$ cat src/rtl/tap_serializer_pkg.sv
// Shared definitions for the tap-line serializer and the tap shift register.
// Contents:
//   DefaultWidth / DefaultDepth - frame geometry shared with the tap shift register
//   ts_state_e                  - serializer FSM state encoding
//   idx_width()                 - width of a word index for a given frame depth
package tap_serializer_pkg;

  localparam int unsigned DefaultWidth = 24;
  localparam int unsigned DefaultDepth = 29;

  typedef enum logic [0:0] {
    TsIdle = 1'b0,
    TsSend = 1'b1
  } ts_state_e;

  // Index width for a frame of 'depth' words; at least one bit.
  function automatic int unsigned idx_width(input int unsigned depth);
    return (depth > 1) ? $clog2(depth) : 1;
  endfunction

endpackage

$ cat src/rtl/tap_serializer_frame_word_select.sv
// Combinational word mux: picks word 'index' out of a packed frame.
// Ports:
//   frame_i - DEPTH words of WIDTH bits, word k at [WIDTH*k +: WIDTH]
//   index_i - word index
//   word_o  - selected word; zero if index_i is out of range
module tap_serializer_frame_word_select import tap_serializer_pkg::*; #(
  parameter int unsigned WIDTH = DefaultWidth,
  parameter int unsigned DEPTH = DefaultDepth,
  localparam int unsigned IdxW = idx_width(DEPTH)
) (
  input  logic [WIDTH*DEPTH-1:0] frame_i,
  input  logic [IdxW-1:0]        index_i,
  output logic [WIDTH-1:0]       word_o
);

  always_comb begin
    word_o = '0;
    for (int k = 0; k < int'(DEPTH); k++) begin
      if (index_i == IdxW'(k)) begin
        word_o = frame_i[WIDTH*k +: WIDTH];
      end
    end
  end

endmodule

$ cat src/rtl/tap_serializer.sv
// Parallel-in / serial-out frame unloader (mirror of the FIR tap line).
// Captures a DEPTH-word frame on a load handshake, then emits it one word per
// accepted beat. A new frame can be taken on the final beat, so back-to-back
// frames stream without bubbles.
// Ports:
//   clk, reset_n             - clock, async active-low reset
//   load_valid / load_ready  - frame load handshake, frame on parallel_in
//   out_valid / out_ready    - output stream handshake
//   serial_out               - current word (zero while idle)
//   out_last                 - current word is the frame's final word
//   out_index                - frame index of current word (zero while idle)
module tap_serializer import tap_serializer_pkg::*; #(
  parameter int unsigned WIDTH      = DefaultWidth,
  parameter int unsigned DEPTH      = DefaultDepth,
  parameter bit          OLDEST_1ST = 1'b1,
  localparam int unsigned IdxW      = idx_width(DEPTH)
) (
  input  logic                   clk,
  input  logic                   reset_n,
  input  logic                   load_valid,
  output logic                   load_ready,
  input  logic [WIDTH*DEPTH-1:0] parallel_in,
  output logic                   out_valid,
  input  logic                   out_ready,
  output logic [WIDTH-1:0]       serial_out,
  output logic                   out_last,
  output logic [IdxW-1:0]        out_index
);

  localparam logic [IdxW-1:0] LastCount = IdxW'(DEPTH - 1);

  ts_state_e              state_q, state_d;
  logic [WIDTH*DEPTH-1:0] frame_q, frame_d;
  logic [IdxW-1:0]        count_q, count_d;

  logic            sending, at_last, load_fire, beat_fire;
  logic [IdxW-1:0] word_idx;
  logic [WIDTH-1:0] word;

  assign sending   = (state_q == TsSend);
  assign at_last   = sending & (count_q == LastCount);
  // reset_n gates load_ready so nothing upstream sees a handshake during reset.
  assign load_ready = reset_n & (~sending | (at_last & out_ready));
  assign load_fire  = load_valid & load_ready;
  assign beat_fire  = sending & out_ready;
  assign word_idx   = OLDEST_1ST ? (LastCount - count_q) : count_q;

  always_comb begin
    state_d = state_q;
    frame_d = frame_q;
    count_d = count_q;
    unique case (state_q)
      TsIdle: begin
        if (load_fire) begin
          frame_d = parallel_in;
          count_d = '0;
          state_d = TsSend;
        end
      end
      TsSend: begin
        if (beat_fire) begin
          if (at_last) begin
            count_d = '0;
            if (load_fire) begin
              frame_d = parallel_in;
            end else begin
              state_d = TsIdle;
            end
          end else begin
            count_d = count_q + IdxW'(1);
          end
        end
      end
      default: state_d = TsIdle;
    endcase
  end

  always_ff @(posedge clk or negedge reset_n) begin
    if (!reset_n) begin
      state_q <= TsIdle;
      frame_q <= '0;
      count_q <= '0;
    end else begin
      state_q <= state_d;
      frame_q <= frame_d;
      count_q <= count_d;
    end
  end

  tap_serializer_frame_word_select #(
    .WIDTH (WIDTH),
    .DEPTH (DEPTH)
  ) u_word_select (
    .frame_i (frame_q),
    .index_i (word_idx),
    .word_o  (word)
  );

  // Outputs are zeroed outside SEND so idle/reset values are clean and defined.
  assign out_valid  = sending;
  assign out_last   = at_last;
  assign out_index  = sending ? word_idx : '0;
  assign serial_out = sending ? word : '0;

endmodule

$ cat config.mk
export PLATFORM = sky130hd
export DESIGN_NAME = tap_serializer
export DESIGN_NICKNAME = d
export VERILOG_FILES = /design/src/rtl/tap_serializer_pkg.sv /design/src/rtl/tap_serializer_frame_word_select.sv /design/src/rtl/tap_serializer.sv
export SDC_FILE = /design/constraint.sdc
export NUM_CORES = 1
export LEC_CHECK = 0
export ABC_AREA = 1
export CAP_MARGIN = 0
export CORE_AREA = 2 2 283 285
export CTS_CLUSTER_DIAMETER = 80
export CTS_CLUSTER_SIZE = 30
export DETAILED_ROUTE_END_ITERATION = 6
export DIE_AREA = 0 0 285 287
export PLACE_DENSITY = 0.7
export SYNTH_ARGS = -nofsm -noshare
export SYNTH_HDL_FRONTEND = slang
export SYNTH_SLANG_ARGS = --single-unit
$ cat constraint.sdc
create_clock -name clk -period 4.18 [get_ports clk]
set_clock_uncertainty 0.1 [all_clocks]
set_input_delay 0.627 -clock clk [delete_from_list [all_inputs] [get_ports clk]]
set_output_delay 0.627 -clock clk [all_outputs]
set_load 0.03 [all_outputs]
* After elaboration in Yosys (flattened, before gate mapping)
Index checks and enable logic that the tools add are counted.
** Word-level totals
- Register bits :: 702
- Bits in latches :: 0
- Bits in writable memories :: 0
- Memory bits (read-only) :: 0
- Input bits :: 700
- Output and inout port bits :: 32
- Memories :: 0
** Operators by class
- Add/subtract/negate cells :: 2
- $mul :: 0
- Divide/modulo/power cells :: 0
- Order comparisons :: 0
- Equality and inequality tests :: 32
- Shift-type cells :: 0
- Mux-type cells :: 43
- Bitwise logic cells :: 7
- Reduce and logical (&&, ||, !) cells :: 3
** Operators with widths (number)
- 696-bit two-way mux :: 3
- 696-bit case mux with 2 select lines :: 1
- 24-bit two-way mux :: 30
- 5-bit == test (second input constant) :: 14
- 5-bit by 4-bit == test with 1-bit output (second input constant) :: 8
- 5-bit by 3-bit == test with 1-bit output (second input constant) :: 4
- 5-bit two-way mux :: 4
- 5-bit by 2-bit == test with 1-bit output (second input constant) :: 2
- 5-bit case mux with 2 select lines :: 1
- 5-bit by 1-bit adder with 5-bit output (second input constant) :: 1
- 1-bit AND :: 5
- 5-bit by 1-bit == test with 1-bit output (second input constant) :: 1
- 5-bit zero test :: 1
- 5-bit subtractor (first input constant) :: 1
- 2-bit by 1-bit != test with 1-bit output (second input constant) :: 2
- 2-bit AND reduction :: 2
- 1-bit two-way mux :: 3
- 2-bit != test (second input constant) :: 1
- 1-bit case mux with 2 select lines :: 1
- 1-bit inverter :: 1
- 1-bit OR :: 1

* Depth between registers and ports, before layout
Gate-level depths: netlist of run 1.
- Word-level depth :: 32
- Gate-level depth with buffers :: 39

* By module
Synthesis of run 1 repeated with hierarchy kept, for this count alone.
** Second synthesis, totals
- Cell total of the unflattened synthesis :: 4596
- Area total of the unflattened synthesis :: 35231.3 um^2
** By module, submodules not included
- tap_serializer :: times used 1, cells each 3209, area an instance 29294.3 um^2
- tap_serializer_frame_word_select :: times used 1, cells each 1387, area an instance 5936.9 um^2

* Least setup slack after synthesis of run 1
Ideal clock, no wire load.
- Path type :: flip-flop to output port
- Start point :: reg count_q[0]
- End point :: out serial_out[22]
- Arrival time :: 3511 ps
- Required time :: 3453 ps
- Path slack :: -58 ps
- Stages on the path, launching flop included :: 37
- Path through :: dfrtp_1 > inv_1 > ha_1 > inv_2 > nand3_1 > nand2_1 > nand2_2 > nor3_4 > buf_4 > nand3_1 > nand2_1 > o211ai_1 > nand2_1 > nand2_1 > nand3_1 > nand3_1 > nand3_1 > nand2_1 > nand3_1 > nand3_1 > nand3_1 > nand2_1 > nand3_1 > nand3_1 > nand3_1 > nand2_1 > nand3_1 > nand3_1 > nand3_1 > nand2_1 > nand2_1 > nand2_1 > nand3b_1 > nand2_1 > nand2_1 > nand2_1 > a21oi_1
** On the way
- Longest elaborated chain between the ends :: 32
** Ends and longest elaborated chain
- start: declaration :: RTL line tap_serializer.sv:34 : logic [IdxW-1:0] count_q, count_d;
- start signal: assignment :: RTL line tap_serializer.sv:86 : count_q <= count_d;
- 5-bit subtractor * :: RTL line tap_serializer.sv:46 : assign word_idx = OLDEST_1ST ? (LastCount - count_q) : count_q;
- 5-bit zero test :: RTL line tap_serializer_frame_word_select.sv:19 : if (index_i == IdxW'(k)) begin
- 24-bit two-way mux (28 in series) :: RTL line tap_serializer_frame_word_select.sv:19
- 24-bit two-way mux * :: RTL line tap_serializer_frame_word_select.sv:19
- 24-bit two-way mux * :: RTL line tap_serializer.sv:103 : assign serial_out = sending ? word : '0;
- end: declaration :: RTL line tap_serializer.sv:25 : output logic [WIDTH-1:0] serial_out,
Every way passes the cells marked *; elsewhere a longest branch is shown, timed or not.

* Worst setup path in the final report of run 1
- Start point :: reg count_q[1]
- End point :: out serial_out[19]
Same word-level chain as after synthesis.

==> results of run 1 <==
## stage by stage
step	cell area, um^2	setup slack, ps
2_1_floorplan	34000	1.23
3_3_place_gp	43800	-968
3_5_place_dp	43800	-976
4_1_cts	46200	-1380
5_1_grt	47100	-1630
6_report	47100	-1320
## cells by family (layout without fill, tap and decap cells)
family | count (synthesis) | count (layout) | synth area share
compound gates | 204 | 204 | 0.0329
xor+xnor | 3 | 3 | 0.000774
fa+ha+maj | 6 | 6 | 0.00221
buf+inv | 388 | 1190 | 0.0463
flops | 702 | 702 | 0.518
other cells | 0 | 9 | 0
simple gates | 3412 | 3412 | 0.400
## cell usage in the layout, fill, tap and decap left out, types with 11 or more instances in the layout
cell,count
o21ai_0,49
buf_6,22
nor2_1,159
or2_2,99
o211ai_1,27
nand3_4,15
nor2_2,13
nand3_1,99
a21oi_1,68
buf_12,37
nand2_2,152
nand2_1,2670
dfrtp_1,701
nand2_4,18
clkbuf_16,41
buf_4,230
clkdlybuf4s50_1,706
inv_2,14
nand3_2,155
inv_1,101
a21oi_2,29
nand3b_1,11
## sequential cells by signal, indices dropped and copies added, names as in the netlist
| signal | count |
|---|---|
| count_q | 5 |
| out_valid | 1 |
| frame_q | 696 |
## power groups by stage
stage | registers (mW) | logic (mW) | clock network, mW
global route | 12.3 | 16.7 | 4.95
finish | 12.0 | 15.4 | 4.66
global placement | 12.0 | 13.1 | 0
CTS | 11.9 | 14.3 | 4.72
floorplan | 11.2 | 8.04 | 0
detailed placement | 12.0 | 13.2 | 0
## synthesized netlist by cell type (2+ instances only)
cell / instances / area (um^2)
nor2_2: 6 / 37.5
a21oi_1: 103 / 515
nand2_1: 2829 / 10600
o21ai_0: 55 / 275
or2_0: 5 / 31.3
nand2_4: 3 / 33.8
o22ai_1: 2 / 12.5
nor2_1: 170 / 638
o21ai_1: 12 / 60.1
nand3_2: 3 / 30.0
clkinv_1: 4 / 15.0
buf_4: 12 / 90.1
ha_1: 6 / 75.1
nor2_4: 2 / 22.5
inv_1: 109 / 409
o211ai_1: 27 / 203
dfrtp_1: 702 / 17600
o211ai_2: 2 / 25.0
nand3b_1: 11 / 82.6
clkbuf_1: 208 / 781
nand2_2: 8 / 50.1
buf_1: 4 / 15.0
nand4_1: 4 / 25.0
xor2_1: 2 / 17.5
or2_2: 99 / 619
buf_2: 37 / 185
buf_6: 3 / 33.8
inv_2: 11 / 41.3
nand3_1: 265 / 1330
or2_1: 4 / 25.0
## tightest hold or removal path: cells and delay by family (launching register included)
family,cells,cell delay (ps)
flip-flops,1,350
AND/OR/NAND/NOR,2,100
## final cells by class
cell class                      count  area, um^2
Tap cell                         1050        1310
Clock buffer                       42        1040
Antenna cell                        9        22.5
Timing Repair Buffer             1000        9840
Clock inverter                     24         344
Inverter                          124         487
Sequential cell                   702       17600
Multi-Input combinational cell   3625       16500
Fill cell                        7086       31500
## metal layers
layer / global-route usage / vias up / part of all wire
met1: 0.434 / 15800 / 0.41
met2: 0.496 / 1492 / 0.46
met3: 0.0520 / 274 / 0.081
met4: 0.141 / 6 / 0.049
li1: - / 16000 / -
met5: 0 / - / 0.00026
## worst paths after layout
kind                                    from              to  slack [ps]  cells after the start
worst max-delay path              count_q[1]  serial_out[19]       -1320                     37
worst min-delay path            frame_q[689]    frame_q[689]         380                      2
worst max register to register    count_q[1]    frame_q[217]         700                     13
worst min register to register  frame_q[689]    frame_q[689]         380                      2
max in group asynchronous            reset_n    frame_q[517]        1600                      4
min in group asynchronous            reset_n    frame_q[214]         430                      2
## repair_timing
item | CTS | global route
setup endpoints to repair | 24 | 24
pin swaps | 59 | 192
resized for setup | 234 | 219
buffers inserted | 16 | 10
hold endpoints to repair | 44 | 0
hold buffers | 1 | 0
==> results.json, run 1 <==
{
  "status": "finished, violations left",
  "violations": "negative setup slack",
  "core-area_um2": 78600,
  "p_leak_nw": 24.5,
  "num-nets-final": 6197,
  "finalSetupTns_ps": -28570,
  "period_share": 1.32,
  "wire_per_inst_um": 20.2,
  "numCtsBuffers": 38,
  "setup-violations-final": 24,
  "grt_max_degree": 240,
  "place_congestion": 0.951,
  "min_period_ps": 5500,
  "start_util": 0.432,
  "dr.first_iter.drc_count": 3797,
  "utilization": 0.599,
  "path_common_cell": "nand2_1",
  "ys_seq_elements": 702,
  "irDropWorstVdd_mv": 0.379,
  "power_mw": 32.0,
  "p_sw_mw": 14.1,
  "start_kind": "flop",
  "io_buffers": 731,
  "num_rows": 103,
  "layout.cells.non_filler": 6576,
  "crit_type": "reg2out",
  "drt-vias-per-instance": 5.11,
  "dp.cells": 6476,
  "grt_pass1_vias": 32600,
  "worstMarginPinSlew_ps": 1160,
  "insertion_delay_ps": 600,
  "synth_nets": 5421,
  "hold_viol": 0,
  "yosysSeqAreaShare": 0.518,
  "grt_pass1_wl_mm": 197,
  "async_flop_share": 1.00,
  "cts_tree": "done",
  "synth_edf_count": 0,
  "die_area_um2": 81800,
  "dieHeight_um": 287,
  "die_w_um": 285,
  "seq_power_share": 0.375,
  "path_delay_family": "simple AND/OR/NAND/NOR gates",
  "setup_ws_ps": -1320,
  "clock_sinks": 702,
  "p_int_mw": 17.9,
  "grt_usage": 0.316,
  "drive_gt1_frac": 0.161,
  "crit_arrival_ps": 4770,
  "clockBufferDepth": 3,
  "cap_violations": 0,
  "antenna_found_initial": 11,
  "hp-class": "reg2reg",
  "path_clk_slew_ps": 90,
  "drt_wl_total_mm": 133,
  "cp_num_buf_inv": 5,
  "drc": 0,
  "synth_ff_type": "dfrtp_1",
  "synth_cells": 4715,
  "ant_nets": 0,
  "rsz0062_at_grt": "yes",
  "power_frac_comb": 0.480,
  "hpwl_mm": 99.8,
  "avgSynthCellArea_um2": 7.20,
  "clkPwrFrac": 0.146,
  "synth.distinct_cells": 37,
  "cts-root-buf": "clkbuf_16",
  "maxSlewViolCount": 0,
  "synth_warnings": 0,
  "end_kind": "output port",
  "cpPeakStageDelay_ps": 370,
  "ioPinCount": 732,
  "max_freq_mhz": 182,
  "num_vias": 33600,
  "syn-cell-area_um2": 33900,
  "gr-total-overflow": 0,
  "p_sw_frac": 0.441,
  "htree_levels": 2,
  "areaGrowthSynthToFinish_pct": 38.8,
  "drt_pre_antenna_iters": 6,
  "crit_fanout": 6,
  "slew_headroom": 0.229,
  "crit_slowest_cell": "dfrtp_1",
  "power_density_nw_per_um2": 680,
  "holdWs_ps": 381,
  "cp.required_ps": 3450
}
(Power assumes the default switching activity.)
==> run 2: changes to the inputs <==
- CORE_AREA: 2 2 283 285 -> 2 2 288 290
- DIE_AREA: 0 0 285 287 -> 0 0 290 292
- PLACE_DENSITY: 0.7 -> 0.69
- SLEW_MARGIN: default -> 10
- SYNTH_HIERARCHICAL: default -> 1
==> results.json, run 2 <==
{
  "cts-root-buf": "clkbuf_16",
  "largest_reg_flops": 696,
  "maxSlewViolCount": 0,
  "irDropWorstVdd_mv": 0.477,
  "seq_power_share": 0.368,
  "dr.first_iter.drc_count": 3611,
  "synth.top_cell.area_share": 0.499,
  "synth_compound_area_frac": 0.00483,
  "final_cell_mix": "1975 x nand2_1, 835 x nand4_1, 705 x clkdlybuf4s50_1",
  "drt-vias-per-instance": 5.59,
  "met1_usage": 0.463,
  "p_leak_nw": 23.1,
  "crit_fanout": 8,
  "top_usage_layer": "met2",
  "path_clk_slew_ps": 110,
  "die_area_um2": 84700,
  "crit_slowest_cell": "dfrtp_1",
  "async_flop_share": 1.00,
  "synth_adder_area_share": 0.000710,
  "yosys.area.top_type": "dfrtp_1",
  "ioPinCount": 732,
  "power_mw": 33.0,
  "violations": "negative setup slack",
  "num-nets-final": 5984,
  "die_w_um": 290,
  "met3_usage": 0.0557,
  "synth_nets": 5298,
  "clkPwrFrac": 0.143,
  "utilization": 0.575,
  "power_density_nw_per_um2": 703,
  "io_buffers": 731,
  "final_common_cell": "nand2_1",
  "cap_violations": 0,
  "min_period_ps": 5550,
  "wire_per_inst_um": 23.3,
  "drive_gt1_frac": 0.120,
  "synthTopCellsByArea": "dfrtp_1 50%, nand2_1 22%, nand4_1 15%, nor2_1 2.7%, inv_1 2.2%",
  "synth_ff_type": "dfrtp_1",
  "drt_wl_total_mm": 149,
  "grt_usage": 0.343,
  "drt_pre_antenna_iters": 5,
  "worstMarginPinSlew_ps": 901,
  "grtUsageMet2": 0.537,
  "syn-cell-area_um2": 35200,
  "p_int_mw": 17.9,
  "synth_edf_count": 0,
  "synth_most_common_cell": "nand2_1",
  "hp-class": "in2reg",
  "ant_nets": 0,
  "setup_ws_ps": -1370,
  "grt_pass1_wl_mm": 219,
  "ys_seq_elements": 702,
  "cpPeakStageDelay_ps": 390,
  "clockBufferDepth": 3,
  "areaGrowthSynthToFinish_pct": 33.2,
  "place_congestion": 0.986,
  "path_common_cell": "nand4_1",
  "grt_max_degree": 163,
  "synth_top_family_by_area": "simple AND/OR/NAND/NOR gates",
  "synth.distinct_cells": 29,
  "slew_headroom": 0.399,
  "drc": 0,
  "yosys.area_share.simple": 0.417,
  "start_kind": "flop",
  "end_kind": "output port",
  "crit_arrival_ps": 4820,
  "setup-violations-final": 24,
  "htree_levels": 2,
  "p_sw_frac": 0.457,
  "num_rows": 105,
  "grt_pass1_vias": 34200,
  "avgSynthCellArea_um2": 7.67,
  "crit_type": "reg2out",
  "power_frac_comb": 0.489,
  "cts_tree": "done",
  "gr-total-overflow": 0,
  "synth_xor_area_frac": 0.000746,
  "hold_viol": 0,
  "hpwl_mm": 111,
  "synth_warnings": 6,
  "max_freq_mhz": 180,
  "synth_cells": 4596,
  "synthTopCellsByCount": "2031 x nand2_1, 835 x nand4_1, 702 x dfrtp_1",
  "clock_sinks": 702,
  "insertion_delay_ps": 610,
  "muxShareOfSynthArea": 0,
  "yosysSeqAreaShare": 0.499,
  "cp.required_ps": 3450,
  "finalSetupTns_ps": -28500,
  "numCtsBuffers": 40,
  "status": "finished, violations left",
  "core-area_um2": 81600,
  "rsz0062_at_grt": "yes",
  "num_vias": 35800,
  "largest-register": "frame_q",
  "antenna_found_initial": 25,
  "period_share": 1.33,
  "p_sw_mw": 15.1,
  "start_util": 0.432,
  "dieHeight_um": 292
}
## run 2: area by class of cell
cell class / instances / area, um^2
Antenna cell: 18 / 45.0
Clock buffer: 44 / 1050
Clock inverter: 26 / 364
Fill cell: 7608 / 34700
Inverter: 217 / 832
Multi-Input combinational cell: 3307 / 15600
Sequential cell: 702 / 17600
Tap cell: 1070 / 1340
Timing Repair Buffer: 1014 / 10100
## run 2: cell families (layout without fill, tap and decap cells)
| group | after synthesis | after routing |
|---|---|---|
| AO/OA/AOI/OAI | 34 | 34 |
| adder cells (fa/ha/maj) | 2 | 2 |
| flip-flops | 702 | 702 |
| XOR/XNOR | 3 | 3 |
| other | 0 | 18 |
| buffers and inverters | 587 | 1301 |
| AND/OR/NAND/NOR | 3268 | 3268 |
## run 2: worst max-delay path, delay by kind of cell (launching register included)
family,cells,cell delay [ps]
xor+xnor,1,160
simple gates,19,2250
fa+ha+maj,1,170
flops,1,390
buf+inv,12,1260
## run 2: power by group through the flow
stage / Sequential [mW] / Combinational (mW) / Clock [mW]
after floorplan: 11.2 / 8.35 / 0
after global placement: 12.1 / 14.5 / 0
after detailed placement: 12.1 / 14.7 / 0
after CTS: 12.0 / 15.8 / 4.80
after global routing: 12.4 / 17.4 / 5.05
final: 12.1 / 16.1 / 4.73
## run 2: routing by layer
layer | wire (um) | vias to the layer above
met5 | 72 | -
met2 | 68100 | 1652
li1 | - | 16600
met1 | 60900 | 17300
met3 | 11800 | 321
met4 | 8330 | 12
## run 2: path summary, 6_finish.rpt
kind,from,end,slack [ps],cells after the start
worst max-delay path,count_q[0],serial_out[13],-1370,33
worst min-delay path,load_valid,frame_q[63],360,3
worst max register to register,count_q[0],frame_q[413],1330,11
worst min register to register,frame_q[656],frame_q[656],370,2
max in group asynchronous,reset_n,frame_q[483],2170,3
min in group asynchronous,reset_n,frame_q[151],490,2
## run 2: repair_timing
action,4_1_cts,5_1_grt
cloned,2,0
setup buffers,32,7
gates resized for setup,227,62
hold buffers,1,0
endpoints found under the setup margin,24,24
pin swaps,148,166
endpoints found under the hold margin,20,0
## run 2: stage by stage
| stage | hold WS (ps) | instances | cell area, um^2 | setup WS (ps) |
|---|---|---|---|---|
| final | 360 | 6398 | 46900 | -1370 |
| after global routing | 390 | 6394 | 46900 | -1540 |
| after CTS | 357 | 6373 | 46600 | -1370 |
| after detailed placement | 352 | 6270 | 44300 | -1160 |
| after global placement | 347 | 6270 | 44300 | -1140 |
| after floorplan | 231 | 4596 | 35200 | 507 |
